--- config.mk ---
export PLATFORM = sky130hd
export DESIGN_NAME = program_feeder
export DESIGN_NICKNAME = d
export VERILOG_FILES = /design/src/rtl/program_feeder_pkg.sv /design/src/rtl/feeder_wdog.sv /design/src/rtl/program_feeder.sv
export SDC_FILE = /design/constraint.sdc
export NUM_CORES = 1
export LEC_CHECK = 0
export CAP_MARGIN = 20
export CORE_MARGIN = 2
export CORE_UTILIZATION = 50
export CTS_CLUSTER_SIZE = 10
export DETAILED_ROUTE_END_ITERATION = 12
export GPL_TIMING_DRIVEN = 0
export HOLD_SLACK_MARGIN = 0.08
export PLACE_DENSITY = 0.76
export REMOVE_ABC_BUFFERS = 1
export SYNTH_ARGS = -nofsm -noshare
export SYNTH_HDL_FRONTEND = slang
export SYNTH_SLANG_ARGS = --single-unit
--- constraint.sdc ---
create_clock -name Clock -period 5.8 [get_ports Clock]
set_input_delay 0.87 -clock Clock [delete_from_list [all_inputs] [get_ports Clock]]
set_output_delay 0.87 -clock Clock [all_outputs]
set_load 0.1 [all_outputs]
--- src/rtl/program_feeder_pkg.sv ---
// program_feeder shared types: sequencer states and instruction field layout.
package program_feeder_pkg;

    typedef enum logic [2:0] {
        S_IDLE,
        S_FETCH,
        S_CAP,
        S_CAP_IMM,
        S_EXEC,
        S_HALT
    } state_e;

    localparam logic [2:0] OP_MVI = 3'b001;
    localparam int         OP_HI  = 15;
    localparam int         OP_LO  = 13;

    function automatic logic is_mvi(input logic [15:0] w);
        return w[OP_HI:OP_LO] == OP_MVI;
    endfunction

endpackage

--- src/rtl/feeder_wdog.sv ---
// Per-instruction watchdog: loadable, clearable up-counter with terminal flag.
module feeder_wdog #(
    parameter int TIMEOUT = 16,
    parameter int CW      = $clog2(TIMEOUT + 1)
) (
    input  logic          clk_i,
    input  logic          rst_ni,
    input  logic          clr_i,
    input  logic          load_i,
    input  logic [CW-1:0] load_val_i,
    input  logic          inc_i,
    output logic          term_o
);

    logic [CW-1:0] cnt_q, cnt_d;

    assign term_o = (cnt_q == CW'(TIMEOUT - 1));

    always_comb begin
        cnt_d = cnt_q;
        if (clr_i) begin
            cnt_d = '0;
        end else if (load_i) begin
            cnt_d = load_val_i;
        end else if (inc_i && !term_o) begin
            cnt_d = cnt_q + CW'(1);
        end
    end

    always_ff @(posedge clk_i or negedge rst_ni) begin
        if (!rst_ni) begin
            cnt_q <= '0;
        end else begin
            cnt_q <= cnt_d;
        end
    end

endmodule

--- src/rtl/program_feeder.sv ---
// Fetch sequencer feeding a 16-bit bus processor from a synchronous ROM,
// with per-instruction watchdog and program-end bound.
module program_feeder
    import program_feeder_pkg::*;
#(
    parameter int ADDR_W  = 8,
    parameter int TIMEOUT = 16
) (
    input  logic              Clock,
    input  logic              Resetn,
    input  logic              Start,
    input  logic              Stop,
    input  logic [ADDR_W-1:0] end_addr,
    output logic [ADDR_W-1:0] mem_addr,
    input  logic [15:0]       mem_data,
    output logic [15:0]       DIN,
    output logic              Run,
    input  logic              Done,
    output logic [ADDR_W-1:0] pc,
    output logic              Busy,
    output logic              Error
);

    localparam int CW = $clog2(TIMEOUT + 1);

    state_e            state_q, state_d;
    logic [ADDR_W-1:0] pc_q, pc_d;
    logic [ADDR_W-1:0] addr_q, addr_d;
    logic [15:0]       din_q, din_d;
    logic [15:0]       instr_q, instr_d;
    logic [15:0]       imm_q, imm_d;
    logic              err_q, err_d;
    logic              stop_q, stop_d;
    logic [ADDR_W-1:0] pc_nxt;
    logic              mvi_q;
    logic              wd_term;

    assign mvi_q  = is_mvi(instr_q);
    assign pc_nxt = pc_q + (mvi_q ? ADDR_W'(2) : ADDR_W'(1));

    assign Run      = (state_q == S_EXEC);
    assign Busy     = (state_q != S_IDLE) && (state_q != S_HALT);
    assign DIN      = din_q;
    assign pc       = pc_q;
    assign mem_addr = addr_q;
    assign Error    = err_q;

    feeder_wdog #(
        .TIMEOUT (TIMEOUT),
        .CW      (CW)
    ) u_wdog (
        .clk_i      (Clock),
        .rst_ni     (Resetn),
        .clr_i      (!Run || Done),
        .load_i     (1'b0),
        .load_val_i ('0),
        .inc_i      (Run),
        .term_o     (wd_term)
    );

    always_comb begin
        state_d = state_q;
        pc_d    = pc_q;
        addr_d  = addr_q;
        din_d   = din_q;
        instr_d = instr_q;
        imm_d   = imm_q;
        err_d   = err_q;
        stop_d  = stop_q;
        unique case (state_q)
            S_IDLE: begin
                if (Start && !Stop) begin
                    state_d = S_FETCH;
                    addr_d  = pc_q;
                end
            end
            S_FETCH: begin
                state_d = S_CAP;
                addr_d  = pc_q + ADDR_W'(1);
            end
            S_CAP: begin
                instr_d = mem_data;
                if (is_mvi(mem_data)) begin
                    state_d = S_CAP_IMM;
                end else begin
                    din_d   = mem_data;
                    state_d = S_EXEC;
                end
            end
            S_CAP_IMM: begin
                imm_d   = mem_data;
                din_d   = instr_q;
                state_d = S_EXEC;
            end
            S_EXEC: begin
                // Done beats a watchdog expiry in the same cycle
                if (Done) begin
                    pc_d = pc_nxt;
                    if (stop_q || Stop || pc_q >= end_addr
                        || pc_nxt > end_addr) begin
                        state_d = S_HALT;
                    end else begin
                        state_d = S_FETCH;
                        addr_d  = pc_nxt;
                    end
                end else if (wd_term) begin
                    err_d   = 1'b1;
                    state_d = S_HALT;
                end else begin
                    din_d = mvi_q ? imm_q : instr_q;
                end
            end
            S_HALT: begin
                if (Start && !err_q) begin
                    state_d = S_IDLE;
                end
            end
            default: state_d = S_IDLE;
        endcase
        if (Stop && Busy) begin
            stop_d = 1'b1;
        end
        if (state_d == S_FETCH) begin
            stop_d = 1'b0;
        end
    end

    always_ff @(posedge Clock or negedge Resetn) begin
        if (!Resetn) begin
            state_q <= S_IDLE;
            pc_q    <= '0;
            addr_q  <= '0;
            din_q   <= '0;
            instr_q <= '0;
            imm_q   <= '0;
            err_q   <= 1'b0;
            stop_q  <= 1'b0;
        end else begin
            state_q <= state_d;
            pc_q    <= pc_d;
            addr_q  <= addr_d;
            din_q   <= din_d;
            instr_q <= instr_d;
            imm_q   <= imm_d;
            err_q   <= err_d;
            stop_q  <= stop_d;
        end
    end

endmodule

==> flow_metrics.tcl, run 1 <==
set metrics [dict create \
    rsz0062_at_grt "no" \
    required_ps 6040 \
    yosys.area.top_type "dfrtp_1" \
    worst_path_max_delay_cell "nor3b_4" \
    portBuffers 63 \
    die_x_microns 92.11 \
    antenna_found_initial 0 \
    outcome "complete, no violations" \
    drt_iter0_markers 219 \
    async_reset_ff_frac 1.000 \
    synth-edff-count 0 \
    finalHoldViolCount 0 \
    synth_seq_cells 74 \
    cts-resized-gates 0 \
    dp_worst_setup_slack_ps 2149 \
    hold_class "in -> async" \
    start_util 0.5102 \
    power.leakage_nw 2.205 \
    drv_cap 0 \
    syn_area_per_cell_sq_um 10.00 \
    ant_nets 0 \
    grt_max_degree 74 \
    fin_hold_ws_ps 291.8 \
    numClockSinks 74 \
    grt-ovfl-total 0 \
    syn_inst 388 \
    skew_ps 10.55 \
    arrival_ps 3920 \
    dr.pass1.iters 5 \
    finalCriticalPeriod_ps 3685 \
    timing_worst_setup_path_type "reg -> reg" \
    synth_area_sq_um 3881 \
    final_cell_mix "dfrtp_1, clkdlybuf4s50_1, nand2_1, nor2_1, a21oi_1" \
    path_common_cell "ha_1" \
    critical-path-max-stage-delay_ps 450 \
    fin_ws_ps 2115 \
    grt_usage 0.2090 \
    grt_pass1_wl_microns 14050 \
    total_power_mw 2.992 \
    ys_warn_count 0 \
    cts_max_path_buffers 2 \
    crit_path_end_kind "flop" \
    viasPerCell 5.616 \
    nets 495 \
    yosysSeqAreaShare 0.4771 \
    max_freq_mhz 271.4 \
    setup_viol 0 \
    drive_gt1_frac 0.1156 \
    cts_buffers 9 \
    die_h_microns 92.11 \
    rows 32 \
    critical_path_buf_inv_count 1 \
    final_common_cell "dfrtp_1" \
    start_kind "flop" \
    die-area_sq_um 8483 \
    synth_top_area_frac 0.4771 \
    grt_pass1_vias 3038 \
    synth_cell_types 49 \
    gp_congestion 0.8140 \
    cp_max_fo 9 \
    cts_tree "done" \
    wl_per_cell_microns 15.37 \
    synthTopCellsByArea "dfrtp_1, ha_1, mux2_2" \
    crit_chain "nor3b_4 > inv_1 > ha_1 > maj3_1 > nand2_1 > nor2_1 > xor2_1 > ha_1 > a21oi_1 > o21ai_0 > o221ai_1 > o211ai_2 > mux2_1" \
    vias 3100 \
    final_max_slew_viol_count 0 \
    pin_count 64 \
    diodes 0 \
    ctsHoldBuffers 0 \
    clkSlewWorstSetupHoldPaths_ps 90 \
    period_share 0.6353 \
    synthFlopType "dfrtp_1" \
    core_sq_um 7607 \
    wl_microns 8483 \
    tightest_slew_ps 982.7 \
    utilization 0.6283 \
    tns_ps 0 \
    post_cts_buffers 0 \
    max-vdd-ir-drop_mv 0.3590 \
    maxSlewHeadroom 0.3428 \
    power_density_nw_per_um2 626.0 \
    synthToLayoutAreaGrowth_pct 23.15 \
    cpLargestDelayFamily "adder cells" \
    drc 0 \
    htree_levels 3 \
    worst_skew_pair.late_latency_ps 350 \
    hpwl_microns 5887 \
    clockRootBuffer "clkbuf_8" \
]
worst reg2reg max path: stages (launching register included):
cell,delay (ps)
dfrtp_1,440
nor3b_4,450
inv_1,120
ha_1,240
maj3_1,350
nand2_1,190
nor2_1,90
xor2_1,150
ha_1,310
a21oi_1,150
o21ai_0,160
o221ai_1,230
o211ai_2,280
mux2_1,390
worst paths after layout:
| check | end | cells after the start | start | slack, ps |
|---|---|---|---|---|
| worst min-delay path | DIN[4] | 1 | Resetn | 290 |
| worst min register to register | Error | 1 | Error | 480 |
| min in group Clock | Error | 1 | Error | 480 |
| max in group asynchronous | DIN[8] | 2 | Resetn | 4980 |
| worst max register to register | mem_addr[4] | 13 | instr_q[15] | 2120 |
| worst max-delay path | mem_addr[4] | 13 | instr_q[15] | 2120 |
power breakdown:
part	internal (mW)	leakage (nW)	switching (mW)
clock	0.163	0.0884	0.217
sequential	0.732	0.906	0.180
combinational	0.529	1.21	1.17
Yosys cell counts (2+ instances only):
master	number
nor2b_1	6
a21o_1	3
a22oi_1	3
mux2_2	22
nand3_1	6
mux2_1	2
inv_1	13
a211o_1	2
nand2b_1	3
a222oi_1	13
o22ai_1	5
xor2_1	12
or3_1	2
and3_1	2
a21oi_1	28
o21ai_0	7
nor2_1	38
a31oi_1	2
dfrtp_1	74
xnor2_1	10
mux2i_1	3
nor3_1	7
nand2_1	60
nand4_1	4
clkbuf_1	7
buf_2	11
ha_1	21
stage by stage:
step / instance area [sq um] / cells
detailed placement: 4594 / 536
global route: 4780 / 552
CTS: 4780 / 552
floorplan: 3789 / 368
finish: 4780 / 552
global placement: 4547 / 533
area by class of cell:
type                       count  area (sq um)
multi-input combinational    280          1884
fill                         645          2828
clock inverter                 7         61.31
timing repair buffer          66         678.2
tap                          102         127.6
inverter                      14         52.55
sequential                    74          1852
clock buffer                   9         123.9
routing by layer:
| metal | routed length (microns) | up-vias | part of all wire | global-route usage |
|---|---|---|---|---|
| met4 | 66 | 0 | 0.0078 | 0.07463 |
| li1 | - | 1475 | - | - |
| met5 | 0 | - | 0 | 0 |
| met3 | 473 | 7 | 0.056 | 0.04355 |
| met2 | 4043 | 95 | 0.48 | 0.3450 |
| met1 | 3899 | 1523 | 0.46 | 0.2738 |
sequential cells by signal, indices dropped and copies added, names as in the netlist:
register and count:
instr_q 16, mem_addr 8, u_wdog.cnt_q 5, imm_q 16
Error 1, DIN 16, stop_q 1, pc 8
state_q 3
cell families (layout without fill, tap and decap cells):
group / after synthesis / in the layout / synth area share
xor+xnor: 22 / 22 / 0.04964
compound gates: 73 / 73 / 0.1309
mux: 27 / 27 / 0.07737
simple gates: 136 / 136 / 0.1573
flops: 74 / 74 / 0.4771
buf+inv: 34 / 96 / 0.03740
fa+ha+maj: 22 / 22 / 0.07028
(Power assumes the default switching activity.)
==> run 2, diff against run 1 <==
Clock period 5.8 ns to 3.4 ns, I/O delays scaled along.
==> flow_metrics.tcl, run 2 (same netlist as run 1, synthesis figures left out) <==
set metrics [dict create \
    outcome "complete, no violations" \
    fill_cells 628 \
    htree_levels 3 \
    die_h_microns 92.11 \
    seq_area_sq_um 1852 \
    die_x_microns 92.11 \
    max_freq_mhz 307.4 \
    period_share 0.9569 \
    grt-ovfl-total 0 \
    nets 500 \
    clkSlewWorstSetupHoldPaths_ps 90 \
    diodes 0 \
    drive_gt1_frac 0.1319 \
    timing_worst_setup_path_type "reg -> reg" \
    multiInputGateArea_sq_um 1916 \
    viasPerCell 5.691 \
    rsz0062_at_grt "yes" \
    final_cell_mix "dfrtp_1, clkdlybuf4s50_1, nand2_1, nor2_1, a21oi_1" \
    synthToLayoutAreaGrowth_pct 24.98 \
    core_sq_um 7607 \
    cp_max_fo 8 \
    power.leakage_nw 2.234 \
    worstRegToRegCells 13 \
    drv_cap 0 \
    grt_usage 0.2113 \
    ant_nets 0 \
    fin_ws_ps 146.6 \
    final_cell_area_sq_um 4851 \
    maxSlewHeadroom 0.3391 \
    worst_skew_pair.late_latency_ps 350 \
    tns_ps 0 \
    vias 3170 \
    dp_worst_setup_slack_ps -251.1 \
    fin_hold_ws_ps 465.3 \
    wl_per_cell_microns 15.69 \
    drc 0 \
    cts_max_path_buffers 2 \
    final_max_slew_viol_count 0 \
    clockRootBuffer "clkbuf_8" \
    utilization 0.6377 \
    cts_buffers 9 \
    final_common_cell "dfrtp_1" \
    portBuffers 63 \
    wl_microns 8742 \
    tightest_slew_ps 988.2 \
    power_density_nw_per_um2 1068 \
    grt_pass1_vias 3063 \
    gp_congestion 0.8140 \
    crit_path_end_kind "flop" \
    hold_class "in -> async" \
    hpwl_microns 5887 \
    ff2ff_setup_slack_ps 150 \
    finalCriticalPeriod_ps 3253 \
    dr.pass1.iters 6 \
    max-vdd-ir-drop_mv 0.6228 \
    grt_max_degree 74 \
    arrival_ps 3490 \
    setup_viol 0 \
    drt_iter0_markers 214 \
    placedInstanceArea_sq_um 4594 \
    die-area_sq_um 8483 \
    start_kind "flop" \
    pin_count 64 \
    rows 32 \
    antenna_found_initial 0 \
    cts_tree "done" \
    skew_ps 9.163 \
    required_ps 3640 \
    r2r_end "mem_addr[2]" \
    numClockSinks 74 \
    start_util 0.5102 \
    r2r_start "instr_q[15]" \
    grt_pass1_wl_microns 14160 \
    finalHoldViolCount 0 \
]
-- run 2: metrics by stage --
step | total power, mW | std cells
2_1_floorplan | 3.718 | 368
3_3_place_gp | 4.363 | 533
3_5_place_dp | 4.474 | 536
4_1_cts | 5.150 | 554
5_1_grt | 5.479 | 557
6_report | 5.182 | 557
-- run 2: power by group --
group | switching, mW | internal, mW | total (mW)
combinational | 2.03 | 0.945 | 2.98
clock | 0.372 | 0.277 | 0.649
sequential | 0.308 | 1.25 | 1.56
-- run 2: timing repair --
| action | CTS | global route |
|---|---|---|
| setup endpoints to repair | 8 | 8 |
| setup buffers | 1 | 3 |
| hold buffers | 1 | 0 |
| resized for setup | 1 | 7 |
| endpoints found under the hold margin | 1 | 0 |
| pin swaps | 1 | 3 |
-- run 2: cell type report --
cell class,count,share of cell area
Timing Repair Buffer,71,0.1481
Inverter,14,0.01083
Tap cell,102,0.02631
Clock buffer,9,0.02554
Sequential cell,74,0.3817
Multi-Input combinational cell,280,0.3949
Clock inverter,7,0.01264
-- run 2: worst max-delay path, stage by stage (launching register included) --
cell	delay (ps)
dfrtp_1	440
nor3b_4	250
inv_1	90
ha_2	200
maj3_1	370
nand2_2	140
nor2_1	80
xor2_1	150
ha_1	320
nand4_1	170
a21oi_2	200
o221ai_2	140
o211ai_4	210
mux2_2	380
-- run 2: worst max path at each step --
stage	slack, ps	startpoint	depth (start not counted)	to
after floorplan	-30	pc[1]	12	mem_addr[1]
after global placement	-690	Resetn	1	pc[5]
after detailed placement	-250	instr_q[15]	13	mem_addr[4]
after CTS	5	instr_q[14]	13	mem_addr[1]
after global routing	-40	instr_q[15]	13	mem_addr[2]
final	150	instr_q[15]	13	mem_addr[2]
-- run 2: metal layers --
layer / vias up / wire, microns / track usage
li1: 1486 / - / -
met1: 1551 / 3882 / 0.2748
met2: 119 / 4191 / 0.3431
met3: 14 / 518 / 0.04437
met4: 0 / 149 / 0.09080
met5: - / 0 / 0
